--- config.mk ---
export PLATFORM = sky130hd
export DESIGN_NAME = code_conv_arbiter_flat
export DESIGN_NICKNAME = d
export VERILOG_FILES = /design/src/rtl/code_conv_pkg.sv /design/src/rtl/code_conv_arbiter_if.sv /design/src/rtl/code_conv_core.sv /design/src/rtl/code_conv_arbiter.sv /design/src/flat_wrapper.sv
export SDC_FILE = /design/constraint.sdc
export NUM_CORES = 1
export LEC_CHECK = 0
export ABC_CLOCK_PERIOD_IN_PS = 3700
export CORE_MARGIN = 2
export CORE_UTILIZATION = 40
export CTS_CLUSTER_DIAMETER = 200
export DETAILED_ROUTE_END_ITERATION = 8
export PLACE_DENSITY_LB_ADDON = 0.1
export SLEW_MARGIN = 40
export SYNTH_ARGS = -nofsm -noshare
export SYNTH_HDL_FRONTEND = slang
export SYNTH_SLANG_ARGS = --single-unit
--- constraint.sdc ---
create_clock -name clk -period 3.7 [get_ports clk]
set_clock_uncertainty 0.05 [all_clocks]
set_input_delay 0.74 -clock clk [delete_from_list [all_inputs] [get_ports clk]]
set_output_delay 0.74 -clock clk [all_outputs]
set_load 0.01 [all_outputs]
--- src/rtl/code_conv_pkg.sv ---
// Shared types and constants for the code-conversion arbiter and its engine.
package code_conv_pkg;

    typedef enum logic [1:0] {
        IDLE = 2'd0,
        CONV = 2'd1,
        RESP = 2'd2
    } state_t;

    localparam logic MODE_B2G = 1'b0;
    localparam logic MODE_G2B = 1'b1;

endpackage

--- src/rtl/code_conv_arbiter_if.sv ---
// Requester and response channel bundle of the code-conversion arbiter.
interface code_conv_arbiter_if #(
    parameter int NUM_REQ = 4,
    parameter int WIDTH   = 4
);
    localparam int ID_W = $clog2(NUM_REQ);

    logic [NUM_REQ-1:0]       req_valid;
    logic [NUM_REQ-1:0]       req_ready;
    logic [NUM_REQ*WIDTH-1:0] req_data;
    logic [NUM_REQ-1:0]       req_mode;
    logic                     resp_valid;
    logic                     resp_ready;
    logic [WIDTH-1:0]         resp_data;
    logic [ID_W-1:0]          resp_id;
    logic                     resp_mode;
    logic                     busy;

    modport master (
        output req_valid, req_data, req_mode, resp_ready,
        input  req_ready, resp_valid, resp_data, resp_id, resp_mode, busy
    );

    modport slave (
        input  req_valid, req_data, req_mode, resp_ready,
        output req_ready, resp_valid, resp_data, resp_id, resp_mode, busy
    );

endinterface

--- src/rtl/code_conv_core.sv ---
// Conversion engine: one-cycle binary->Gray, or MSB-first bit-serial Gray->binary.
module code_conv_core
    import code_conv_pkg::*;
#(
    parameter int WIDTH = 4,
    localparam int CW   = $clog2(WIDTH)
) (
    input  logic             clk,
    input  logic             rst_n,
    input  logic             start_i,
    input  logic             mode_i,
    input  logic [WIDTH-1:0] din_i,
    output logic             done_o,
    output logic [WIDTH-1:0] dout_o,
    output logic [CW-1:0]    cnt_o
);

    function automatic logic [WIDTH-1:0] bin2gray(input logic [WIDTH-1:0] b);
        return b ^ (b >> 1);
    endfunction

    logic             active_q;
    logic             mode_q;
    logic             done_q;
    logic [CW-1:0]    cnt_q;
    logic [WIDTH-1:0] g_q;
    logic [WIDTH-1:0] b_q;
    logic             b_bit;

    // g_q shifts left so its MSB is always the Gray bit for the current step;
    // b_q[0] holds the binary bit decoded on the previous step.
    assign b_bit = ((cnt_q == '0) ? 1'b0 : b_q[0]) ^ g_q[WIDTH-1];

    always_ff @(posedge clk or negedge rst_n) begin
        if (!rst_n) begin
            active_q <= 1'b0;
            mode_q   <= MODE_B2G;
            done_q   <= 1'b0;
            cnt_q    <= '0;
        end else begin
            done_q <= 1'b0;
            if (start_i) begin
                active_q <= 1'b1;
                mode_q   <= mode_i;
                cnt_q    <= '0;
            end else if (active_q) begin
                if (mode_q == MODE_B2G || cnt_q == CW'(WIDTH - 1)) begin
                    active_q <= 1'b0;
                    done_q   <= 1'b1;
                end else begin
                    cnt_q <= cnt_q + 1'b1;
                end
            end
        end
    end

    always_ff @(posedge clk) begin
        if (start_i) begin
            g_q <= din_i;
        end else if (active_q) begin
            if (mode_q == MODE_B2G) begin
                b_q <= bin2gray(g_q);
            end else begin
                b_q <= {b_q[WIDTH-2:0], b_bit};
                g_q <= g_q << 1;
            end
        end
    end

    assign done_o = done_q;
    assign dout_o = b_q;
    assign cnt_o  = cnt_q;

endmodule

--- src/rtl/code_conv_arbiter.sv ---
// Round-robin arbiter sharing one code-conversion engine between NUM_REQ
// requesters, one transaction in flight, result returned on a tagged channel.
module code_conv_arbiter
    import code_conv_pkg::*;
#(
    parameter int NUM_REQ = 4,
    parameter int WIDTH   = 4
) (
    input logic                clk,
    input logic                rst_n,
    code_conv_arbiter_if.slave bus
);

    localparam int ID_W = $clog2(NUM_REQ);
    localparam int CW   = $clog2(WIDTH);

    state_t           state_q, state_d;
    logic [ID_W-1:0]  rr_q, rr_d;
    logic [ID_W-1:0]  id_q;
    logic             mode_q;
    logic [WIDTH-1:0] data_q;

    logic             grant_vld;
    logic [ID_W-1:0]  grant_id;
    logic [WIDTH-1:0] grant_data;
    logic             grant_mode;
    logic [ID_W:0]    scan_sum;
    logic             hs;

    logic             core_done;
    logic [WIDTH-1:0] core_dout;
    logic [CW-1:0]    core_cnt;
    logic             conv_done;

    // Scan from rr_q upward, wrapping modulo NUM_REQ; first valid wins.
    always_comb begin
        grant_vld = 1'b0;
        grant_id  = '0;
        scan_sum  = '0;
        for (int k = 0; k < NUM_REQ; k++) begin
            scan_sum = {1'b0, rr_q} + (ID_W + 1)'(k);
            if (scan_sum >= (ID_W + 1)'(NUM_REQ)) begin
                scan_sum = scan_sum - (ID_W + 1)'(NUM_REQ);
            end
            if (!grant_vld && bus.req_valid[scan_sum[ID_W-1:0]]) begin
                grant_vld = 1'b1;
                grant_id  = scan_sum[ID_W-1:0];
            end
        end
    end

    always_comb begin
        grant_data = '0;
        grant_mode = MODE_B2G;
        for (int k = 0; k < NUM_REQ; k++) begin
            if (grant_id == ID_W'(k)) begin
                grant_data = bus.req_data[k*WIDTH +: WIDTH];
                grant_mode = bus.req_mode[k];
            end
        end
    end

    assign hs   = (state_q == IDLE) && grant_vld;
    assign rr_d = (grant_id == ID_W'(NUM_REQ - 1)) ? '0 : grant_id + 1'b1;

    code_conv_core #(.WIDTH(WIDTH)) u_core (
        .clk     (clk),
        .rst_n   (rst_n),
        .start_i (hs),
        .mode_i  (grant_mode),
        .din_i   (grant_data),
        .done_o  (core_done),
        .dout_o  (core_dout),
        .cnt_o   (core_cnt)
    );

    // A serial result is only accepted once the engine has walked every bit.
    assign conv_done = core_done && (mode_q == MODE_B2G || core_cnt == CW'(WIDTH - 1));

    always_ff @(posedge clk or negedge rst_n) begin
        if (!rst_n) begin
            state_q <= IDLE;
        end else begin
            state_q <= state_d;
        end
    end

    always_comb begin
        state_d = state_q;
        case (state_q)
            IDLE:    if (grant_vld)      state_d = CONV;
            CONV:    if (conv_done)      state_d = RESP;
            RESP:    if (bus.resp_ready) state_d = IDLE;
            default:                     state_d = IDLE;
        endcase
    end

    always_comb begin
        bus.req_ready  = '0;
        bus.resp_valid = (state_q == RESP);
        bus.busy       = (state_q != IDLE);
        for (int k = 0; k < NUM_REQ; k++) begin
            if (hs && grant_id == ID_W'(k)) begin
                bus.req_ready[k] = 1'b1;
            end
        end
    end

    always_ff @(posedge clk or negedge rst_n) begin
        if (!rst_n) begin
            rr_q   <= '0;
            id_q   <= '0;
            mode_q <= MODE_B2G;
            data_q <= '0;
        end else begin
            if (hs) begin
                rr_q   <= rr_d;
                id_q   <= grant_id;
                mode_q <= grant_mode;
            end
            if (conv_done) begin
                data_q <= core_dout;
            end
        end
    end

    assign bus.resp_data = data_q;
    assign bus.resp_id   = id_q;
    assign bus.resp_mode = mode_q;

endmodule
--- src/flat_wrapper.sv ---
// flat-port wrapper written by rule: the top's interface ports become plain ports
module code_conv_arbiter_flat import code_conv_pkg::*;
#(
    parameter int NUM_REQ = 4,
    parameter int WIDTH   = 4
)
  (clk, rst_n, bus_req_valid, bus_req_data, bus_req_mode, bus_resp_ready, bus_req_ready, bus_resp_valid, bus_resp_data, bus_resp_id, bus_resp_mode, bus_busy);
  code_conv_arbiter_if #(.NUM_REQ(NUM_REQ), .WIDTH(WIDTH)) bus_i ();
  input logic clk;
  input logic rst_n;
  input wire logic [$bits(bus_i.req_valid)-1:0] bus_req_valid;
  input wire logic [$bits(bus_i.req_data)-1:0] bus_req_data;
  input wire logic [$bits(bus_i.req_mode)-1:0] bus_req_mode;
  input wire logic [$bits(bus_i.resp_ready)-1:0] bus_resp_ready;
  output wire logic [$bits(bus_i.req_ready)-1:0] bus_req_ready;
  output wire logic [$bits(bus_i.resp_valid)-1:0] bus_resp_valid;
  output wire logic [$bits(bus_i.resp_data)-1:0] bus_resp_data;
  output wire logic [$bits(bus_i.resp_id)-1:0] bus_resp_id;
  output wire logic [$bits(bus_i.resp_mode)-1:0] bus_resp_mode;
  output wire logic [$bits(bus_i.busy)-1:0] bus_busy;
  assign bus_i.req_valid = bus_req_valid;
  assign bus_i.req_data = bus_req_data;
  assign bus_i.req_mode = bus_req_mode;
  assign bus_i.resp_ready = bus_resp_ready;
  assign bus_req_ready = bus_i.req_ready;
  assign bus_resp_valid = bus_i.resp_valid;
  assign bus_resp_data = bus_i.resp_data;
  assign bus_resp_id = bus_i.resp_id;
  assign bus_resp_mode = bus_i.resp_mode;
  assign bus_busy = bus_i.busy;
  code_conv_arbiter #(.NUM_REQ(NUM_REQ), .WIDTH(WIDTH)) u_core (.clk(clk), .rst_n(rst_n), .bus(bus_i));
endmodule
==> Word-level counts from Yosys, hierarchy flattened <==
Cells that the tools add are included.
{ "totals": {"output_inout_bits": 13, "input_bits": 27, "word_cells": 115, "reg_bits": 23} }
{ "classes": {"eq_ne": 10, "bitwise_logic": 4, "add_sub_neg": 9, "n_reduce_logical": 23, "order_cmp": 8, "n_mux": 51} }
{ "ops": {"columns": ["op", "count"], "rows": [
  ["2-to-1 mux 4 bit", 8],
  ["2-to-1 mux 2 bit", 15],
  ["2-to-1 mux 1 bit", 23],
  ["less-than comparator 2 x 3 -> 1 bit (second input constant)", 4],
  [">= comparator 3 bit (second input constant)", 3],
  ["logical AND 1 bit", 9],
  ["binary-select mux 1 bit (select 2 bit)", 4],
  ["== test 2 bit (second input constant)", 4],
  ["subtractor 2 x 1 -> 2 bit (second input constant)", 4],
  ["adder 2 x 2 -> 3 bit (second input constant)", 2],
  ["zero test 2 bit", 3],
  ["!= test 2 x 1 -> 1 bit (second input constant)", 3],
  ["one-hot mux 2 bit (3 select lines)", 1],
  ["AND reduction 2 bit", 3],
  ["nonzero test 2 bit", 3],
  ["adder 2 x 1 -> 2 bit (second input constant)", 2],
  ["== test 2 x 1 -> 1 bit (second input constant)", 2],
  ["bitwise XOR 4 x 3 -> 4 bit", 1],
  ["adder 2 x 1 -> 3 bit (second input constant)", 1],
  [">= comparator 2 x 3 -> 1 bit (second input constant)", 1],
  ["zero test 1 bit", 3],
  ["AND reduction 3 bit", 1],
  ["!= test 2 bit (second input constant)", 1],
  ["NOT 1 bit", 2],
  ["2 further kinds", 2]
]} }

==> Logic depth before layout (Yosys ltp) <==
Gate-level depths: netlist of the first run.
{ "logic_depth": {"ltp_word": 20, "ltp_mapped": 9} }

==> By module <==
A second synthesis of the first run with hierarchy kept.
{ "unflattened": {"hier_cells": 138, "area_unflattened_um2": 1481.4} }
{ "modules_own_cells": {"columns": ["mod", "instances", "seq_area_each_um2", "cells_each", "area_each_um2"], "rows": [
  ["code_conv_arbiter", 1, 275.3, 89, 837.1],
  ["code_conv_core", 1, 365.4, 49, 644.4]
]} }

==> Worst setup path before layout of the first run <==
No wires, ideal clock.
{ "synth_path": {"path_type": "input to output", "start": "input bus_req_valid[0]", "end": "output bus_req_ready[2]", "path_buffers": 3, "path_slack_ns": 0.565, "required_ns": 2.910, "path_stages": 7, "t_arrival_ns": 2.345, "cell_sequence": "or4_4 > buf_6 > clkbuf_1 > nand4_1 > ha_1 > clkbuf_1 > and3_1"} }
{ "synth_via": {"elab_chain_cells": 15} }
{ "synth_lines": {"columns": ["element", "line_no", "rtl"], "rows": [
  ["start: declaration", "flat_wrapper.sv:11", "input wire logic [$bits(bus_i.req_valid)-1:0] bus_req_valid;"],
  ["binary-select mux 1 bit (select 2 bit)", "code_conv_arbiter.sv:45", "if (!grant_vld && bus.req_valid[scan_sum[ID_W-1:0]]) begin"],
  ["2-to-1 mux 1 bit (implied by the code)", "code_conv_arbiter.sv:45", null],
  ["2-to-1 mux 1 bit", "code_conv_arbiter.sv:45", null],
  ["zero test 1 bit", "code_conv_arbiter.sv:45", null],
  ["logical AND 1 bit", "code_conv_arbiter.sv:45", null],
  ["2-to-1 mux 1 bit", "code_conv_arbiter.sv:45", null],
  ["zero test 1 bit", "code_conv_arbiter.sv:45", null],
  ["logical AND 1 bit", "code_conv_arbiter.sv:45", null],
  ["2-to-1 mux 1 bit", "code_conv_arbiter.sv:45", null],
  ["zero test 1 bit", "code_conv_arbiter.sv:45", null],
  ["logical AND 1 bit", "code_conv_arbiter.sv:45", null],
  ["2-to-1 mux 2 bit or 2-to-1 mux 1 bit (tied branches)", "code_conv_arbiter.sv:45", null],
  ["== test 2 bit or logical AND 1 bit (tied branches)", "code_conv_arbiter.sv:103, code_conv_arbiter.sv:63", null],
  ["logical AND 1 bit *", "code_conv_arbiter.sv:103", "if (hs && grant_id == ID_W'(k)) begin"],
  ["2-to-1 mux 1 bit *", "code_conv_arbiter.sv:103", null],
  ["end: declaration", "flat_wrapper.sv:15", "output wire logic [$bits(bus_i.req_ready)-1:0] bus_req_ready;"]
]} }
Mark *: on every way between the ends. The rest lies on a longest branch, timed or not. The select of a mux whose other input is x is not followed.

==> Final worst setup path of the first run <==
{ "layout_path": {"start": "input bus_req_valid[1]", "end": "output bus_req_ready[3]"} }
{ "layout_via": {"elab_chain_cells": 15} }
{ "layout_lines": {"columns": ["element", "line_no", "rtl"], "rows": [
  ["binary-select mux 1 bit (select 2 bit)", "code_conv_arbiter.sv:45", null],
  ["2-to-1 mux 1 bit (implied by the code)", "code_conv_arbiter.sv:45", null],
  ["2-to-1 mux 1 bit", "code_conv_arbiter.sv:45", null],
  ["zero test 1 bit", "code_conv_arbiter.sv:45", null],
  ["logical AND 1 bit", "code_conv_arbiter.sv:45", null],
  ["2-to-1 mux 1 bit", "code_conv_arbiter.sv:45", null],
  ["zero test 1 bit", "code_conv_arbiter.sv:45", null],
  ["logical AND 1 bit", "code_conv_arbiter.sv:45", null],
  ["2-to-1 mux 1 bit", "code_conv_arbiter.sv:45", null],
  ["zero test 1 bit", "code_conv_arbiter.sv:45", null],
  ["logical AND 1 bit", "code_conv_arbiter.sv:45", null],
  ["2-to-1 mux 2 bit *", "code_conv_arbiter.sv:45", null],
  ["net u_core.grant_id[0]", "code_conv_arbiter.sv:24", "logic [ID_W-1:0] grant_id;"],
  ["== test 2 bit *", "code_conv_arbiter.sv:103", null],
  ["logical AND 1 bit *", "code_conv_arbiter.sv:103", null],
  ["2-to-1 mux 1 bit *", "code_conv_arbiter.sv:103", null]
]} }
The timed path passes the listed nets; every way through them passes the cells marked *. The select of a mux whose other input is x is not followed.

==> run_results.csv, run 1 <==
group,metric,value,unit
drt,route.detailed.drc,0,
drt,drtPass1Iterations,4,
grt,grt_start_max_net_pins,16,
placed_design,io_buffers,39,
floorplan,ios,40,
clock_network,clkTransAtPathRegs,0.13,ns
floorplan,die-area,0.00397,mm2
sta,setup_tns,0,ns
yosys,synth_area_per_cell,9.81,um2
final_layout,mostFrequentLayoutCell,"clkdlybuf4s50_1",
critical_path,crit_fanout,4,
yosys,synth-seq-cells,23,
critical_path,cp.arrival,2.81,ns
flow_run,max-cap-violations,0,
grt,grt_pass1_vias,1180,
clock_network,cts_tree,"yes",
yosys,netlist_instances,142,
final_layout,most-common-layout-cells,"clkdlybuf4s50_1, dfrtp_1, nand2_1, a21oi_1, inv_1",
drt,drt_iter0_drc,28,
clock_network,cts-buffers-inserted,3,
critical_path,r2r_start,"u_core.rr_q[1]",
clock_network,htreeDepth,1,
sta,hold_viol,0,
sta,setup_viol,0,
worst_hold_path,hold_class,"reg2reg",
drt,wl_per_cell,13.1,um
critical_path,worstPathRequired,2.91,ns
sta,fmax,278,MHz
clock_network,clock_latency,0.32,ns
final_layout,nNetsFinal,220,
placed_design,hpwl,2.37,mm
floorplan,placementRows,21,
critical_path,critPathKind,"in2out",
yosys,synth_top_area_cell,"dfrtp_1",
clock_network,cts_root_buf,"clkbuf_4",
worst_hold_path,whs_path_depth,1,
sta,grt_setup_unrepaired,"false",
floorplan,core,0.00334,mm2
grt,overflow,0,
clock_network,cts_resized,0,
worst_hold_path,holdPathEnd,"u_core.state_q[0]",
yosys,synth_cell_types,34,
worst_hold_path,min_from,"u_core.state_q[1]",
final_layout,fin_area,0.00189,mm2
pwr,p_leak,0.812,nW
pwr,max-vdd-ir-drop,0.218,mV
grt,antenna_found_initial,0,
drt,via_per_inst,5.20,
clock_network,cts.sinks,23,
sta,finalCritPeriodShare,97.3,%
critical_path,ff2ff_setup_slack,1.49,ns
floorplan,start_util,41.7,%
yosys,synth_top_area_share,27.0,%
grt,grt_pass1_wl,5.16,mm
sta,maxSlewViolCount,0,
final_layout,area_growth,35.8,%
drt,ant_nets,0,
floorplan,die_w,63.0,um
placed_design,placed_area,0.00186,mm2
sta,finalCriticalPeriod,3.60,ns
critical_path,cp-start-kind,"input pin",
yosys,synth_area,0.00139,mm2
pwr,p_per_area,602,mW/mm2
yosys,ys_warn_count,0,
sta,worst_pin_slew,0.661,ns
placed_design,gp_congestion,0.734,
drt,wl,3.04,mm
yosys,yosysSeqAreaShare,44.2,%
floorplan,die_h,63.0,um
final_layout,drive_above_1_share,10.8,%
yosys,synthTopCellsByArea,"dfrtp_1, edfxtp_1, ha_1, a21oi_1, mux2_2",
final_layout,antennaDiodeCount,0,
critical_path,endpoint_kind,"output pin",
sta,relSlewSlack,55.8,%
critical_path,rr_endpoint,"u_core.u_core.g_q[3]",
clock_network,cts_buffer_depth,2,
critical_path,reg2reg_depth,8,
grt,grtUsageTotal,16.2,%
drt,via_count,1207,
run_status,status,"finished clean",
yosys,synth_nets,175,
-- worst max path at each step --
stage / startpoint / end / slack, ns / depth (start not counted)
after floorplan: bus_req_valid[0] / bus_req_ready[2] / 0.56 / 7
after global placement: bus_req_valid[0] / bus_req_ready[3] / 0.11 / 6
after detailed placement: bus_req_valid[2] / bus_req_ready[3] / 0.09 / 6
after CTS: bus_req_valid[2] / bus_req_ready[3] / 0.07 / 6
after global routing: bus_req_valid[1] / bus_req_ready[3] / 0.03 / 6
final: bus_req_valid[1] / bus_req_ready[3] / 0.1 / 6
-- layout make-up --
cell class              instances  area [um2]
flip-flops and latches         23         616
fillers                       330        1450
inverters                      10        37.5
multi-input cells             101         694
repair buffers                 48         458
clock inverters                 1        5.00
clock buffers                   3        22.5
well taps                      46        57.6
-- layer usage --
| layer | track usage, % | routed length [um] | vias to the layer above |
|---|---|---|---|
| li1 | - | - | 596 |
| met1 | 18.4 | 1380 | 567 |
| met2 | 29.3 | 1430 | 39 |
| met3 | 1.98 | 158 | 5 |
| met4 | 8.33 | 65 | 0 |
| met5 | 0 | 0 | - |
-- power by group --
group          internal, W  total, W  switching, W
Combinational     0.000311  0.000566      0.000255
Sequential        0.000373  0.000453     0.0000797
Clock            0.0000406  0.000120     0.0000792
-- through the flow --
step	utilization, %	power, W	std cells	setup WS [ns]	hold slack, ns
6_report	56.7	0.00114	232	0.0998	0.424
5_1_grt	56.7	0.00123	232	0.0256	0.456
4_1_cts	56.4	0.00114	231	0.0727	0.426
3_5_place_dp	55.6	0.00102	227	0.0891	0.408
3_3_place_gp	55.6	0.00101	227	0.109	0.408
2_1_floorplan	-	0.000812	142	0.565	0.381
-- state kept, by name, indices dropped and copies added, names as in the netlist --
signal and count:
u_core.u_core.active_q 1, u_core.bus.resp_data 4, u_core.u_core.cnt_o 2, u_core.u_core.g_q 4, u_core.rr_q 2, u_core.u_core.done_o 1
u_core.state_q 2, u_core.bus.resp_id 2, u_core.bus.resp_mode 1, u_core.u_core.dout_o 4
-- Yosys cell counts --
| cell | n |
|---|---|
| a21boi_0 | 3 |
| a21o_1 | 1 |
| a21oi_1 | 13 |
| a221o_1 | 5 |
| a311oi_1 | 1 |
| a31o_1 | 1 |
| a31oi_1 | 5 |
| a41o_1 | 1 |
| and2_1 | 2 |
| and2_4 | 1 |
| and3_1 | 6 |
| and4_1 | 1 |
| buf_6 | 2 |
| clkbuf_1 | 6 |
| dfrtp_1 | 15 |
| edfxtp_1 | 8 |
| ha_1 | 6 |
| inv_1 | 10 |
| mux2_2 | 5 |
| mux2i_1 | 2 |
| nand2_1 | 14 |
| nand2b_1 | 4 |
| nand3_1 | 2 |
| nand3b_1 | 7 |
| nand4_1 | 1 |
| nor2_1 | 7 |
| nor2b_1 | 2 |
| o21ai_0 | 2 |
| o21ai_1 | 1 |
| o21bai_1 | 1 |
| o2bb2ai_1 | 1 |
| or4_4 | 1 |
| xnor2_1 | 4 |
| xor2_1 | 1 |
-- repair_timing --
action | 4_1_cts | 5_1_grt
hold buffers | 0 | 0
setup endpoints to repair | 0 | 1
buffers inserted | 0 | 1
hold endpoints to repair | 0 | 0
-- critical path, cell delays in order --
cell and delay [ns]:
clkdlybuf4s50_1 0.43, or4_4 0.57, and4_1 0.25, ha_1 0.20, and3_1 0.14, clkdlybuf4s50_1 0.48
-- cell families after synthesis --
| family | Yosys count | synth area share, % |
|---|---|---|
| and+or+nand+nor | 48 | 19.0 |
| DFF | 23 | 44.2 |
| adders and majority gates | 6 | 5.39 |
| buffers and inverters | 18 | 5.93 |
| xor gates and xnor gates | 5 | 3.14 |
| AOI/OAI and AO/OA | 35 | 16.9 |
| muxes | 7 | 5.48 |
Power figures use the tool's default switching activity.
==> run 2: changes to the inputs <==
--- a/config.mk
+++ b/config.mk
@@ -11,6 +11,8 @@
 export CTS_CLUSTER_DIAMETER = 200
 export DETAILED_ROUTE_END_ITERATION = 8
 export PLACE_DENSITY_LB_ADDON = 0.1
+export SETUP_SLACK_MARGIN = 0.02
+export SKIP_LAST_GASP = 1
 export SLEW_MARGIN = 40
 export SYNTH_ARGS = -nofsm -noshare
 export SYNTH_HDL_FRONTEND = slang
==> results of run 2 <==
Final layout, timing and power as in run 1 (identical DEF).
